===== src/rtl/if_fetch_unit.sv =====
// Instruction fetch unit: issues one SRAM request at a time, holds the
// fetched word for the IF/ID register, and handles stalls, branches and
// exception flushes, including flushes that land on an outstanding fetch.
module if_fetch_unit #(
  parameter logic [31:0] PC_INIT = 32'h0000_0000
) (
  input  logic        cpu_clk_50M,
  input  logic        cpu_rst_n,
  input  logic [3:0]  stall,
  input  logic        flush,
  input  logic [31:0] flush_pc,
  input  logic        jump_flag,
  input  logic [31:0] jump_addr,
  output logic        inst_req,
  output logic [31:0] inst_addr,
  input  logic        inst_ack,
  input  logic [31:0] inst_rdata,
  output logic [31:0] if_pc,
  output logic [31:0] if_pc_plus_4,
  output logic [31:0] if_inst,
  output logic        if_valid,
  output logic        stall_req_if
);

  localparam logic [1:0] IDLE  = 2'd0;
  localparam logic [1:0] FETCH = 2'd1;
  localparam logic [1:0] HOLD  = 2'd2;

  localparam logic STOP = 1'b1;

  localparam logic [31:0] PC_RESET = {PC_INIT[31:2], 2'b00};

  logic [1:0]  state;
  logic [31:0] pc;
  logic [31:0] pending_pc;
  logic        discard;

  logic [31:0] flush_target;
  logic [31:0] jump_target;
  logic [31:0] pc_seq;
  logic        unused_inputs;

  // Redirect targets are word aligned; the low address bits are dropped.
  assign flush_target  = {flush_pc[31:2], 2'b00};
  assign jump_target   = {jump_addr[31:2], 2'b00};
  assign pc_seq        = pc + 32'd4;
  assign unused_inputs = ^{stall[3:1], flush_pc[1:0], jump_addr[1:0]};

  // The request is live for the whole FETCH state, so it can never be
  // withdrawn early, and the address simply follows the internal pc.
  assign inst_req     = (state == FETCH);
  assign inst_addr    = pc;
  assign stall_req_if = (state == FETCH) && !inst_ack;

  // Fetch sequencing: request, capture, hold, then advance or redirect.
  always_ff @(posedge cpu_clk_50M or negedge cpu_rst_n) begin
    if (!cpu_rst_n) begin
      state        <= IDLE;
      pc           <= PC_RESET;
      pending_pc   <= PC_RESET;
      discard      <= 1'b0;
      if_pc        <= PC_INIT;
      if_pc_plus_4 <= PC_INIT;
      if_inst      <= 32'd0;
      if_valid     <= 1'b0;
    end else begin
      case (state)
        IDLE: begin
          if (flush) begin
            pc <= flush_target;
          end
          state <= FETCH;
        end

        FETCH: begin
          if (inst_ack) begin
            if (discard || flush) begin
              // Data answers a request made before the flush: drop it and
              // refetch from the most recent flush target.
              pc      <= flush ? flush_target : pending_pc;
              discard <= 1'b0;
            end else begin
              if_inst      <= inst_rdata;
              if_pc        <= pc;
              if_pc_plus_4 <= pc_seq;
              if_valid     <= 1'b1;
              state        <= HOLD;
            end
          end else if (flush) begin
            // The SRAM still owes us a reply; remember where to go once it
            // arrives rather than abandoning the handshake.
            discard    <= 1'b1;
            pending_pc <= flush_target;
          end
        end

        HOLD: begin
          if (flush) begin
            pc       <= flush_target;
            if_valid <= 1'b0;
            state    <= FETCH;
          end else if (stall[0] != STOP) begin
            if_valid <= 1'b0;
            pc       <= jump_flag ? jump_target : pc_seq;
            state    <= FETCH;
          end
        end

        default: begin
          state <= IDLE;
        end
      endcase
    end
  end

endmodule


===== config.mk =====
export PLATFORM = sky130hd
export DESIGN_NAME = if_fetch_unit
export DESIGN_NICKNAME = d
export VERILOG_FILES = /design/src/rtl/if_fetch_unit.sv
export SDC_FILE = /design/constraint.sdc
export NUM_CORES = 1
export LEC_CHECK = 0
export ABC_AREA = 1
export CORE_ASPECT_RATIO = 1.1
export CORE_MARGIN = 3
export CORE_UTILIZATION = 50
export CTS_CLUSTER_SIZE = 8
export DETAILED_ROUTE_END_ITERATION = 10
export PLACE_DENSITY = 0.85
export SYNTH_ARGS = -nofsm -noshare
export SYNTH_HDL_FRONTEND = slang
export SYNTH_SLANG_ARGS = --single-unit

===== constraint.sdc =====
create_clock -name cpu_clk_50M -period 2.8 [get_ports cpu_clk_50M]
set_input_delay 0.7 -clock cpu_clk_50M [delete_from_list [all_inputs] [get_ports cpu_clk_50M]]
set_output_delay 0.7 -clock cpu_clk_50M [all_outputs]
set_load 0.01 [all_outputs]

==> results of run 1 <==
-- worst reg2reg max path: stages (launching register included) --
cell	delay, ns
dfrtp_1	0.37
inv_1	0.08
ha_1	0.20
inv_2	0.22
nor2_8	0.05
buf_4	0.17
inv_2	0.12
nand4_1	0.31
inv_2	0.38
o21ai_0	0.16
o22ai_1	0.14
-- flip-flops by register name, summed over array words and instances (netlist names) --
register,cells
discard,1
if_inst,32
if_pc,32
if_pc_plus_4,30
if_valid,1
inst_addr,32
pending_pc,32
state,2
-- layout by cell type, fill, tap and decap left out --
| cell | count |
|---|---|
| nand3_1 | 45 |
| o211ai_1 | 5 |
| nor2_4 | 2 |
| buf_4 | 16 |
| inv_6 | 1 |
| nor2_2 | 7 |
| inv_4 | 1 |
| xor2_1 | 14 |
| clkinvlp_4 | 2 |
| nand2_2 | 1 |
| clkdlybuf4s50_1 | 227 |
| nand2_1 | 408 |
| dfrtp_1 | 162 |
| xnor2_1 | 1 |
| o31ai_1 | 1 |
| and2_1 | 2 |
| clkbuf_1 | 3 |
| nor2_1 | 102 |
| ha_1 | 6 |
| o21ai_0 | 118 |
| buf_12 | 6 |
| clkbuf_16 | 17 |
| nor2_8 | 2 |
| o21a_1 | 1 |
| o221ai_1 | 1 |
| o21ai_1 | 11 |
| a21boi_0 | 7 |
| bufinv_16 | 5 |
| inv_1 | 70 |
| a21oi_1 | 42 |
| mux2_1 | 2 |
| mux2_2 | 6 |
| o221a_2 | 1 |
| nand4_1 | 3 |
| clkinv_2 | 1 |
| buf_6 | 1 |
| o22ai_1 | 14 |
| clkinv_4 | 3 |
| inv_2 | 5 |
| a31oi_1 | 1 |
-- kinds of logic after synthesis --
logic type | share of synthesized area [%]
xor+xnor | 1.59
simple gates | 27.6
flops | 49.0
fa+ha+maj | 0.907
mux | 1.09
buf+inv | 6.85
compound gates | 13.0
-- area by class of cell --
class	instances	area (um2)
Inverter	76	288
Sequential cell	162	4050
Clock buffer	20	437
Tap cell	200	250
Fill cell	1281	4560
Timing Repair Buffer	250	2520
Clock inverter	12	205
Multi-Input combinational cell	803	3650
-- cells in the mapped netlist, drive strengths merged --
library cell | n | share of area (%)
nand2 | 409 | 19
dfrtp | 162 | 49
o21ai | 129 | 7.8
nor2 | 113 | 5.9
inv | 76 | 3.4
nand3 | 45 | 2.7
a21oi | 42 | 2.5
buf | 35 | 2.3
clkbuf | 24 | 1.1
o22ai | 14 | 1.1
xor2 | 14 | 1.5
mux2 | 8 | 1.1
a21boi | 7 | 0.64
ha | 6 | 0.91
o211ai | 5 | 0.45
nand4 | 3 | 0.23
and2 | 2 | 0.15
a31oi | 1 | 0.076
o21a | 1 | 0.091
o221a | 1 | 0.14
o221ai | 1 | 0.11
o31ai | 1 | 0.091
xnor2 | 1 | 0.11
-- where the power goes --
group | total (uW) | switching (uW) | internal (uW)
Clock | 2550 | 961 | 1590
Combinational | 6020 | 3260 | 2750
Sequential | 4240 | 831 | 3410
Total | 12800 | 5050 | 7750
-- stage by stage --
stage	utilization [%]	hold slack (ns)
after floorplan	-	0.404
after global placement	67.4	0.452
after detailed placement	67.4	0.455
after CTS	71.4	0.140
after global routing	71.4	0.145
final	71.4	0.146
-- layer usage --
layer / track usage, % / vias to the layer above / part of all wire [%]
met4: 12.2 / 0 / 3.2
met5: 0 / - / 0
met3: 6.71 / 51 / 8.3
li1: - / 3923 / -
met2: 45.3 / 406 / 47
met1: 39.3 / 3762 / 41
-- path summary, 6_finish.rpt --
check,startpoint,endpoint,slack (ns),cells after the start
max,state[1]$_DFFE_PN0P_,inst_req,0.10,4
min,cpu_rst_n,pending_pc[9]$_DFFE_PN0P_,0.15,1
max reg2reg,state[1]$_DFFE_PN0P_,inst_addr[11]$_DFFE_PN0P_,0.52,10
min reg2reg,if_inst[0]$_DFFE_PN0P_,if_inst[0]$_DFFE_PN0P_,0.47,2
max in group asynchronous,cpu_rst_n,if_inst[17]$_DFFE_PN0P_,1.93,2
min in group cpu_clk_50M,if_inst[0]$_DFFE_PN0P_,if_inst[0]$_DFFE_PN0P_,0.47,2
==> metrics, run 1 <==
pwr/cell area 1120 nW/um2; worst-case clock buffer depth 2; Via Count 8142; Layout area overhead 37.9%; critical-path cell list inv_1, ha_1, buf_4, clkdlybuf4s50_1; CTS Hold Bufs 0; worst vdd ir a little over 1000 uV; Routability Congestion a little over 0.9; Skew-Pair Late Insertion Delay 0.43 ns; H-tree depth 4; crit-path max FO 23; average wire per standard cell 17.0 um; fin cells 1523; CTS tree yes; largest stage delay on the critical path 0.59 ns; Diodes inserted 0; DRT Pass-1 Iters 6; largest net degree at the start of global routing 78; Synth Register Bits 162; syn nets 1211; Tot Pwr 12800 uW; Slew HR around 66%; global-route wire length before repair 41600 um; clock slew at reported path FFs 0.06 ns; Fin. Hold Viols 0; worst hold path class in2async; die area 18100 um2; CTS Sinks approximately 160; initial DRC count 728; Worst Slack Setup Final 0.102 ns; vias per inst 5.35; initial antenna violation count 0; Worst-Margin Slew between 0.5 and 0.6 ns; crit end category primary output; Place WS 0.0970 ns; post-DP HPWL 19100 um; post-cts resize count 0; sequential share of the synthesized area 49.0%; Crit path required time 2.10 ns; global route overflow 0; port bufs 228; placed instance count 1491; Setup Fix Bufs, Post-CTS 0; fmax 0.371 GHz; CP delay by family, top buffers and inverters; Synth cell types 33; GRT Util Overall between 20 and 30%; synthesized cell area between 8000 and 9000 um2; Pleak 0.00531 uW; Root Driver clkbuf_16; status finished clean; RSZ-0062 raised after global routing false; Detail Route Antenna Nets 0; drc violations 0; Final Critical Period between 2 and 3 ns; Std-Cell Rows 48; slowest library cell on the worst path clkdlybuf4s50_1; Arr. time, crit path 2.00 ns; final setup fails 0; Die W around 130 um; setup TNS 0 ns; Period Utilization, post-route 96.3%; kind of critical path reg2out; clock skew between 0.008 and 0.009 ns; initial core utilization 51.8%; Bufs and invs on worst path 3; CP Launch Type register; final instance area 11400 um2; I/O pin total between 200 and 250; Warnings, synthesis 0; drt total wl 25900 um; syn_area_per_cell 7.52 um2; post-synthesis cell count 1100; placed cell area 10800 um2; CTS Buf Count 17; Die Ht about 140 um; Core Area 16000 um2; Max Slew Vio Count 0; Final nets 1421; vias in the first global route 7990; max cap viols 0; share of layout cells above drive strength 1 under 10%
No activity file was read; power rests on OpenSTA's default activity.
==> run 2: changes to the inputs <==
--- a/config.mk
+++ b/config.mk
@@ -8,10 +8,11 @@
 export ABC_AREA = 1
 export CORE_ASPECT_RATIO = 1.1
 export CORE_MARGIN = 3
-export CORE_UTILIZATION = 50
+export CORE_UTILIZATION = 30
 export CTS_CLUSTER_SIZE = 8
 export DETAILED_ROUTE_END_ITERATION = 10
-export PLACE_DENSITY = 0.85
+export PLACE_DENSITY = 0.57
 export SYNTH_ARGS = -nofsm -noshare
 export SYNTH_HDL_FRONTEND = slang
 export SYNTH_SLANG_ARGS = --single-unit
+export TNS_END_PERCENT = 100
==> run 2 against run 1 <==
Via count is 4.3% lower. Critical endpoint unchanged. Largest cell class unchanged. Highest routed layer unchanged. Largest power group unchanged. Clock skew is 0.0022 ns higher. Combinational power hardly changed.
==> metrics, run 2 (synthesis gave the netlist of run 1 again) <==
Worst-Margin Slew 0.532 ns (+0.0276 ns); setup TNS 0 ns (unchanged); Diodes inserted 0 (unchanged); H-tree depth 4 (unchanged); Die W 164 um (+28%); clock slew at reported path FFs 0.07 ns (about the same); CTS Sinks 162 (unchanged); Std-Cell Rows 63 (+31%); I/O pin total 236 (unchanged); port bufs 228 (unchanged); Via Count 7790 (-4.3%); largest net degree at the start of global routing 51 (-35%); Period Utilization, post-route 95.1% (-1.2 points); Core Util, Final 43.1% (-28 points); Arr. time, crit path 1.96 ns (-0.04 ns); pwr/cell area 1110 nW/um2 (-1.5%); CTS Hold Bufs 0 (unchanged); kind of critical path reg2out; RSZ-0062 raised after global routing false; Detail Route Antenna Nets 0 (unchanged); post-DP HPWL 20800 um (+9.1%); GRT Util Overall 18.3% (-11 points); max cap viols 0 (unchanged); CTS Buf Count 17 (unchanged); final instance area 11700 um2 (+2.1%); global route overflow 0 (unchanged); CP startpoint state[1]$_DFFE_PN0P_; final setup fails 0 (unchanged); vias per inst 4.63 (-13%); DRT Pass-1 Iters 7 (+1); initial antenna violation count 0 (unchanged); worst hold path class in2async; global-route wire length before repair 42100 um (+1.2%); Fin. Hold Viols 0 (unchanged); Routability Congestion 0.935 (+1.9%); Final Critical Period 2.66 ns (-0.0336 ns); clock skew 0.0107 ns (+0.00224 ns); Core Area 27000 um2 (+69%); Pleak 0.00534 uW (+0.63%); crit-path max FO 23 (unchanged); most frequent cells in the layout 408 x nand2_1, 226 x clkdlybuf4s50_1, 162 x dfrtp_1, 118 x o21ai_0, 102 x nor2_1; drc violations 0 (unchanged); initial DRC count 805 (+11%); vias in the first global route 7375 (-7.7%); CTS tree yes; crit end category primary output; Worst Slack Setup Final 0.136 ns (+0.0336 ns); Max Slew Vio Count 0 (unchanged); Crit path required time 2.10 ns (about the same); share of layout cells above drive strength 1 6.26% (+0.44 points); fmax 0.375 GHz (+1.3%); worst r2r src inst_addr[2]$_DFFE_PN0P_; worst-case clock buffer depth 2 (unchanged); average wire per standard cell 16.2 um (-4.9%); worst vdd ir 396 uV (-61%); die area 29600 um2 (+63%); Layout area overhead 40.8%; Setup Fix Bufs, Post-CTS 0 (unchanged); Die Ht 180 um (+28%); initial core utilization 30.6% (-21 points); Final nets 1425 (+0.28%); Skew-Pair Late Insertion Delay 0.43 ns (about the same); most common cell after layout, fill and taps aside nand2_1; status finished clean; placed cell area 11000 um2 (+2.1%); Place WS 0.170 ns (+0.0734 ns); Root Driver clkbuf_16; CP Launch Type register; Slew HR 64.5% (-1.8 points); drt total wl 27200 um (+5.1%)
[run 2: changes by cell type in the layout (fill, tap and decap cells not counted)]
cell | previous run | this run
buf_2 | 0 | 1
inv_6 | 1 | 2
buf_4 | 16 | 19
clkbuf_1 | 3 | 1
clkinv_4 | 3 | 1
inv_8 | 0 | 1
clkinvlp_4 | 2 | 1
clkbuf_8 | 0 | 2
clkdlybuf4s50_1 | 227 | 226
buf_6 | 1 | 2
[run 2: worst paths after layout]
check | end | slack [ns] | cells past startpoint
worst min-delay path | pending_pc[3]$_DFFE_PN0P_ | 0.22 | 1
worst max-delay path | inst_req | 0.14 | 4
max in group asynchronous | pending_pc[11]$_DFFE_PN0P_ | 1.86 | 2
min in group cpu_clk_50M | if_inst[23]$_DFFE_PN0P_ | 0.47 | 2
worst min register to register | if_inst[23]$_DFFE_PN0P_ | 0.47 | 2
worst max register to register | inst_addr[18]$_DFFE_PN0P_ | 0.55 | 11
[run 2: repair_timing]
| action | 4_1_cts | 5_1_grt |
|---|---|---|
| endpoints found under the hold margin | 0 | 0 |
| setup endpoints to repair | 0 | 1 |
| resized for setup | 0 | 1 |
[run 2: area by class of cell]
cell class / instances / area (um2)
fill: 2724 / 15400
inverter: 76 / 288
timing repair buffer: 254 / 2550
multi-input combinational: 803 / 3650
clock buffer: 20 / 457
clock inverter: 11 / 200
tap: 357 / 447
sequential: 162 / 4050
[run 2: metal layers]
metal  vias to the layer above  wire length, um  track usage (%)
met5                         -                0                0
met4                         0              673             6.06
met3                        34             1600             3.49
met2                       287            12600             28.9
met1                      3534            12400             25.1
li1                       3935                -                -
[run 2: critical path: stages, from the launching register on]
cell and delay (ns):
dfrtp_1 0.40, inv_1 0.12, ha_1 0.21, buf_6 0.23, clkdlybuf4s50_1 0.57
[run 2: where the power goes]
part           internal, uW  leakage [uW]  total [uW]  switching [uW]
Combinational          2790       0.00299        6010            3220
Sequential             3410       0.00204        4230             818
Clock                  1640      0.000319        2640             997
[run 2: metrics by stage]
| stage | hold slack [ns] | std cells | power, uW |
|---|---|---|---|
| after CTS | 0.223 | 1683 | 13000 |
| after global placement | 0.453 | 1652 | 10200 |
| after floorplan | 0.404 | 1100 | 7230 |
| after global routing | 0.244 | 1683 | 13900 |
| after detailed placement | 0.458 | 1652 | 10300 |
| final | 0.218 | 1683 | 12900 |
==> run 3: changes to the inputs <==
--- a/config.mk
+++ b/config.mk
@@ -8,10 +8,11 @@
 export ABC_AREA = 1
 export CORE_ASPECT_RATIO = 1.1
 export CORE_MARGIN = 3
-export CORE_UTILIZATION = 30
+export CORE_UTILIZATION = 39
 export CTS_CLUSTER_SIZE = 8
 export DETAILED_ROUTE_END_ITERATION = 10
-export PLACE_DENSITY = 0.57
+export PLACE_DENSITY = 0.7
+export SKIP_CTS_REPAIR_TIMING = 1
 export SYNTH_ARGS = -nofsm -noshare
 export SYNTH_HDL_FRONTEND = slang
 export SYNTH_SLANG_ARGS = --single-unit
==> run 3 against run 2 <==
Sequential cell count unchanged. Clock-buffer cell count unchanged. Routed wire length decreased by 1.3%. Setup slack gained 0.0054 ns. Highest routed layer unchanged.
==> metrics, run 3 (synthesis gave the netlist of run 1 again) <==
status finished clean; most common cell after layout, fill and taps aside nand2_1; Final Critical Period 2.66 ns (-0.00543 ns); vias in the first global route 7538 (+2.2%); Crit path required time 2.10 ns (about the same); CTS tree yes; post-DP HPWL 19800 um (-5.1%); Die Ht 159 um (-12%); Worst-Margin Slew 0.484 ns (-0.0480 ns); I/O pin total 236 (unchanged); Flop pwr share 33.5% (+0.7 points); Detail Route Antenna Nets 0 (unchanged); kind of critical path in2out; pwr/cell area 1100 nW/um2 (about the same); Period Utilization, post-route 95.0% (-0.19 points); Skew-Pair Late Insertion Delay 0.42 ns (about the same); average wire per standard cell 16.7 um (+3.4%); Die W 145 um (-12%); CTS Sinks 162 (unchanged); crit-path max FO 5 (-78%); most frequent cells in the layout 408 x nand2_1, 226 x clkdlybuf4s50_1, 162 x dfrtp_1, 118 x o21ai_0, 102 x nor2_1; vias per inst 4.97 (+7.5%); global route overflow 0 (unchanged); Tot Pwr 12700 uW (-1.6%); drt total wl 26900 um (-1.3%); largest net degree at the start of global routing 72 (+41%); initial DRC count 708 (-12%); combinational power share 47.6% (+0.9 points); final instance area 11500 um2 (-1.5%); Diodes inserted 0 (unchanged); Slew HR 67.7% (+3.2 points); Psw 5080 uW (+0.73%); global-route wire length before repair 41800 um (-0.77%); CP Launch Type input port; GRT Util Overall 23.3% (+5.0 points); worst-case clock buffer depth 2 (unchanged); H-tree depth 4 (unchanged); Arr. time, crit path 1.96 ns (about the same); Layout area overhead 38.6%; Via Count 7993 (+2.6%); drc violations 0 (unchanged); setup TNS 0 ns (unchanged); CTS Buf Count 17 (unchanged); die area 23000 um2 (-22%); worst hold path class in2async; initial core utilization 40.0% (+9.3 points); crit end category primary output; max cap viols 0 (unchanged); port bufs 228 (unchanged); clock share of power 18.9% (-1.6 points); Max Slew Vio Count 0 (unchanged); initial antenna violation count 0 (unchanged); placed cell area 10900 um2 (-1.2%); Core Area 20700 um2 (-23%); Final nets 1420 (-0.35%); worst vdd ir 599 uV (+51%); clock slew at reported path FFs 0.06 ns (about the same); tightest hold margin 0.132 ns (-0.0855 ns); Fillers 1939 (-29%); RSZ-0062 raised after global routing false; Fin. Hold Viols 0 (unchanged); final setup fails 0 (unchanged); clock skew 0.00873 ns (-0.00194 ns); Pleak 0.00529 uW (-1.0%); Sw Ratio 40.0% (+0.91 points); DRT Pass-1 Iters 8 (+1); Root Driver clkbuf_16; Routability Congestion 0.896 (-4.2%); share of layout cells above drive strength 1 5.90% (-0.36 points); Internal 7600 uW (-3.0%); Std-Cell Rows 55 (-13%); fmax 0.376 GHz (+0.20%)
==> run 3: path summary, 6_finish.rpt <==
kind / cells after the start / to / slack, ns / from
worst min-delay path: 1 / pending_pc[6]$_DFFE_PN0P_ / 0.13 / cpu_rst_n
worst max register to register: 11 / inst_addr[11]$_DFFE_PN0P_ / 0.43 / state[1]$_DFFE_PN0P_
worst max-delay path: 3 / stall_req_if / 0.14 / inst_ack
worst min register to register: 2 / pending_pc[0]$_DFFE_PN0P_ / 0.47 / pending_pc[0]$_DFFE_PN0P_
max in group asynchronous: 2 / inst_addr[20]$_DFFE_PN0P_ / 1.98 / cpu_rst_n
min in group cpu_clk_50M: 2 / pending_pc[0]$_DFFE_PN0P_ / 0.47 / pending_pc[0]$_DFFE_PN0P_
==> run 3: final cells by class <==
cell class / instances / area [um2] / area share (%)
timing repair buffer: 249 / 2510 / 21.9
sequential: 162 / 4050 / 35.3
clock buffer: 20 / 447 / 3.89
inverter: 76 / 288 / 2.51
multi-input combinational: 803 / 3650 / 31.9
clock inverter: 12 / 158 / 1.37
tap: 285 / 357 / 3.11
==> run 3: metal layers <==
| metal | wire length [um] | vias to the layer above | global-route usage, % |
|---|---|---|---|
| met3 | 1860 | 31 | 3.95 |
| met4 | 482 | 0 | 6.02 |
| met2 | 12700 | 308 | 35.9 |
| met1 | 11800 | 3724 | 33.9 |
| li1 | - | 3930 | - |
| met5 | 0 | - | 0 |
==> run 3: power groups by stage <==
| stage | sequential, uW | combinational (uW) | clock [uW] |
|---|---|---|---|
| global placement | 4230 | 5900 | 0 |
| finish | 4250 | 6030 | 2400 |
| floorplan | 4450 | 2780 | 0 |
| global route | 4380 | 6640 | 2540 |
| CTS | 4230 | 6030 | 2450 |
| detailed placement | 4270 | 5990 | 0 |
==> run 3: through the flow <==
stage,util [%],instances,worst slack [ns]
floorplan,-,1100,0.844
global placement,52.4,1575,0.0602
detailed placement,52.4,1575,0.0274
CTS,55.4,1607,0.0931
global route,55.4,1607,0.0516
finish,55.4,1607,0.141
==> run 3: critical path, stage by stage <==
cell and delay, ns:
clkdlybuf4s50_1 0.53, nor2_8 0.18, clkdlybuf4s50_1 0.55
==> RTL change (config.mk and constraints of run 2) <==
Make the reset (`cpu_rst_n`) synchronous in one clocked block.
--- a/src/rtl/if_fetch_unit.sv
+++ b/src/rtl/if_fetch_unit.sv
@@ -53,7 +53,7 @@
   assign stall_req_if = (state == FETCH) && !inst_ack;
 
   // Fetch sequencing: request, capture, hold, then advance or redirect.
-  always_ff @(posedge cpu_clk_50M or negedge cpu_rst_n) begin
+  always_ff @(posedge cpu_clk_50M) begin
     if (!cpu_rst_n) begin
       state        <= IDLE;
       pc           <= PC_RESET;
Behaviour: differs if cpu_rst_n is asserted again (counterexample within 4 cycles, from zero or initial values and one cycle with cpu_rst_n low); with cpu_rst_n held inactive, the same outputs for 4 cycles.
==> RTL change against run 2 <==
- design area down 3.0%
- area after synthesis down 2.2%
- register-to-register slack better by 0.03 ns
- cell count up 3.6%
- core utilization down 0.10 points
- synthesized cell count up 7.7%
- routed wire length up 7.3%
- sequential cell count unchanged
- worst setup slack better by 0.044 ns
Power is not compared: it rests on default switching activity, and its combinational part moved more than twofold at a synthesized area within 25%.
==> RTL change: results (changes against run 2) <==
• status: complete, no violations
• async set-reset flop share out of synthesis: 0, -1.00
• smallest hold slack: 0.446 ns, +0.229 ns
• relative slew slack: 0.536, -0.109
• Unique masters post-synth: 42, +27%
• switching part of the total: 0.330
• arrival time at the worst endpoint: 1.92 ns, -0.04 ns
• final worst clock skew: 0.0108 ns, +0.000101 ns
• violation count after the first detailed-routing iteration: 667, -17%
• prevailing post-synth register cell: dfxtp_1
• fraction of final layout cells with drive strength greater than 1: 0.0805, +0.0179
• type of the most critical hold path: flip-flop to flip-flop
• global-route wire length before repair: 44,600 um, +6.0%
• number of cells traversed by the worst register-to-register path: 7, -4
• clk buf depth: 2, unchanged
• beginning of the worst register-to-register path: state[0]$_SDFFE_PN0P_
• CP endpoint: stall_req_if
• minimum setup slack among reg-to-reg paths: 0.58 ns, +0.03 ns
• worst-path maximum fanout: 3, -87%
• most area-consuming cells after synthesis: dfxtp_1, nand2_1, o21ai_0
• Port Buffer Count: 228, unchanged
• sequential cell area fraction in the yosys report: 0.401, -0.0890
• post-detailed-placement half-perimeter wirelength: 21,500 um, +3.4%
• total wire length after detailed routing: 29,200 um, +7.3%
• length of the first detailed-routing pass in iterations: 8, +1
• GR Util All Layers: 0.198, +0.0157
• count of vias placed by the detailed router: 8,465, +8.7%
• total placed instance area: 0.0107 mm2, -3.0%
• number of global-route vias before repair: 7,915, +7.3%
• pin count of the biggest net entering global routing: 88, +73%
• number of nets in the finished design: 1,489, +4.5%
• syn nets: 1,295, +6.9%
• most used standard cells in the synthesized netlist: nand2_1, nor2_1, dfxtp_1, o21ai_0, a21oi_1
• final weighted congestion in routability-driven placement: 0.894, -4.4%
• Power Total: 7.43 mW
• destination of the worst register-to-register timing path: inst_addr[1]$_SDFFE_PN0P_
[RTL change: cell count changes after synthesis, moves of 13 or more]
cell | run 2 | this run
nor2_1 | 102 | 173
or2_2 | 0 | 18
o211ai_1 | 5 | 19
nand2_1 | 408 | 256
a31oi_1 | 1 | 14
a21oi_1 | 42 | 118
dfrtp_1 | 162 | 0
dfxtp_1 | 0 | 162
o21ai_0 | 118 | 153
[RTL change: kinds of logic after synthesis]
logic type,synth area share
AOI/OAI and AO/OA,0.231
xor gates and xnor gates,0.00866
adders and majority gates,0.00773
buffers and inverters,0.0868
DFF,0.401
and+or+nand+nor,0.265
[RTL change: critical path: stages]
cell and delay [ns]:
clkdlybuf4s50_1 0.52, nor2_4 0.15, clkdlybuf4s50_1 0.55
[RTL change: stage by stage]
stage / setup WS, ns / instances
2_1_floorplan: 0.709 / 1185
3_3_place_gp: 0.163 / 1712
3_5_place_dp: 0.164 / 1712
4_1_cts: 0.155 / 1744
5_1_grt: 0.140 / 1744
6_report: 0.180 / 1744
[RTL change: per-layer routing]
metal | global-route usage | share of wire | vias up | wire length [um]
li1 | - | - | 4286 | -
met3 | 0.0376 | 0.059 | 32 | 1740
met4 | 0.0575 | 0.020 | 0 | 578
met2 | 0.338 | 0.48 | 271 | 14100
met5 | 0 | 0 | - | 0
met1 | 0.256 | 0.44 | 3876 | 12800
[RTL change: area by class of cell]
cell class	instances	area [um2]
Clock buffer	17	425
Sequential cell	162	3240
Multi-Input combinational cell	869	4160
Timing Repair Buffer	253	2540
Inverter	76	285
Fill cell	2734	15000
Clock inverter	15	218
Tap cell	352	440
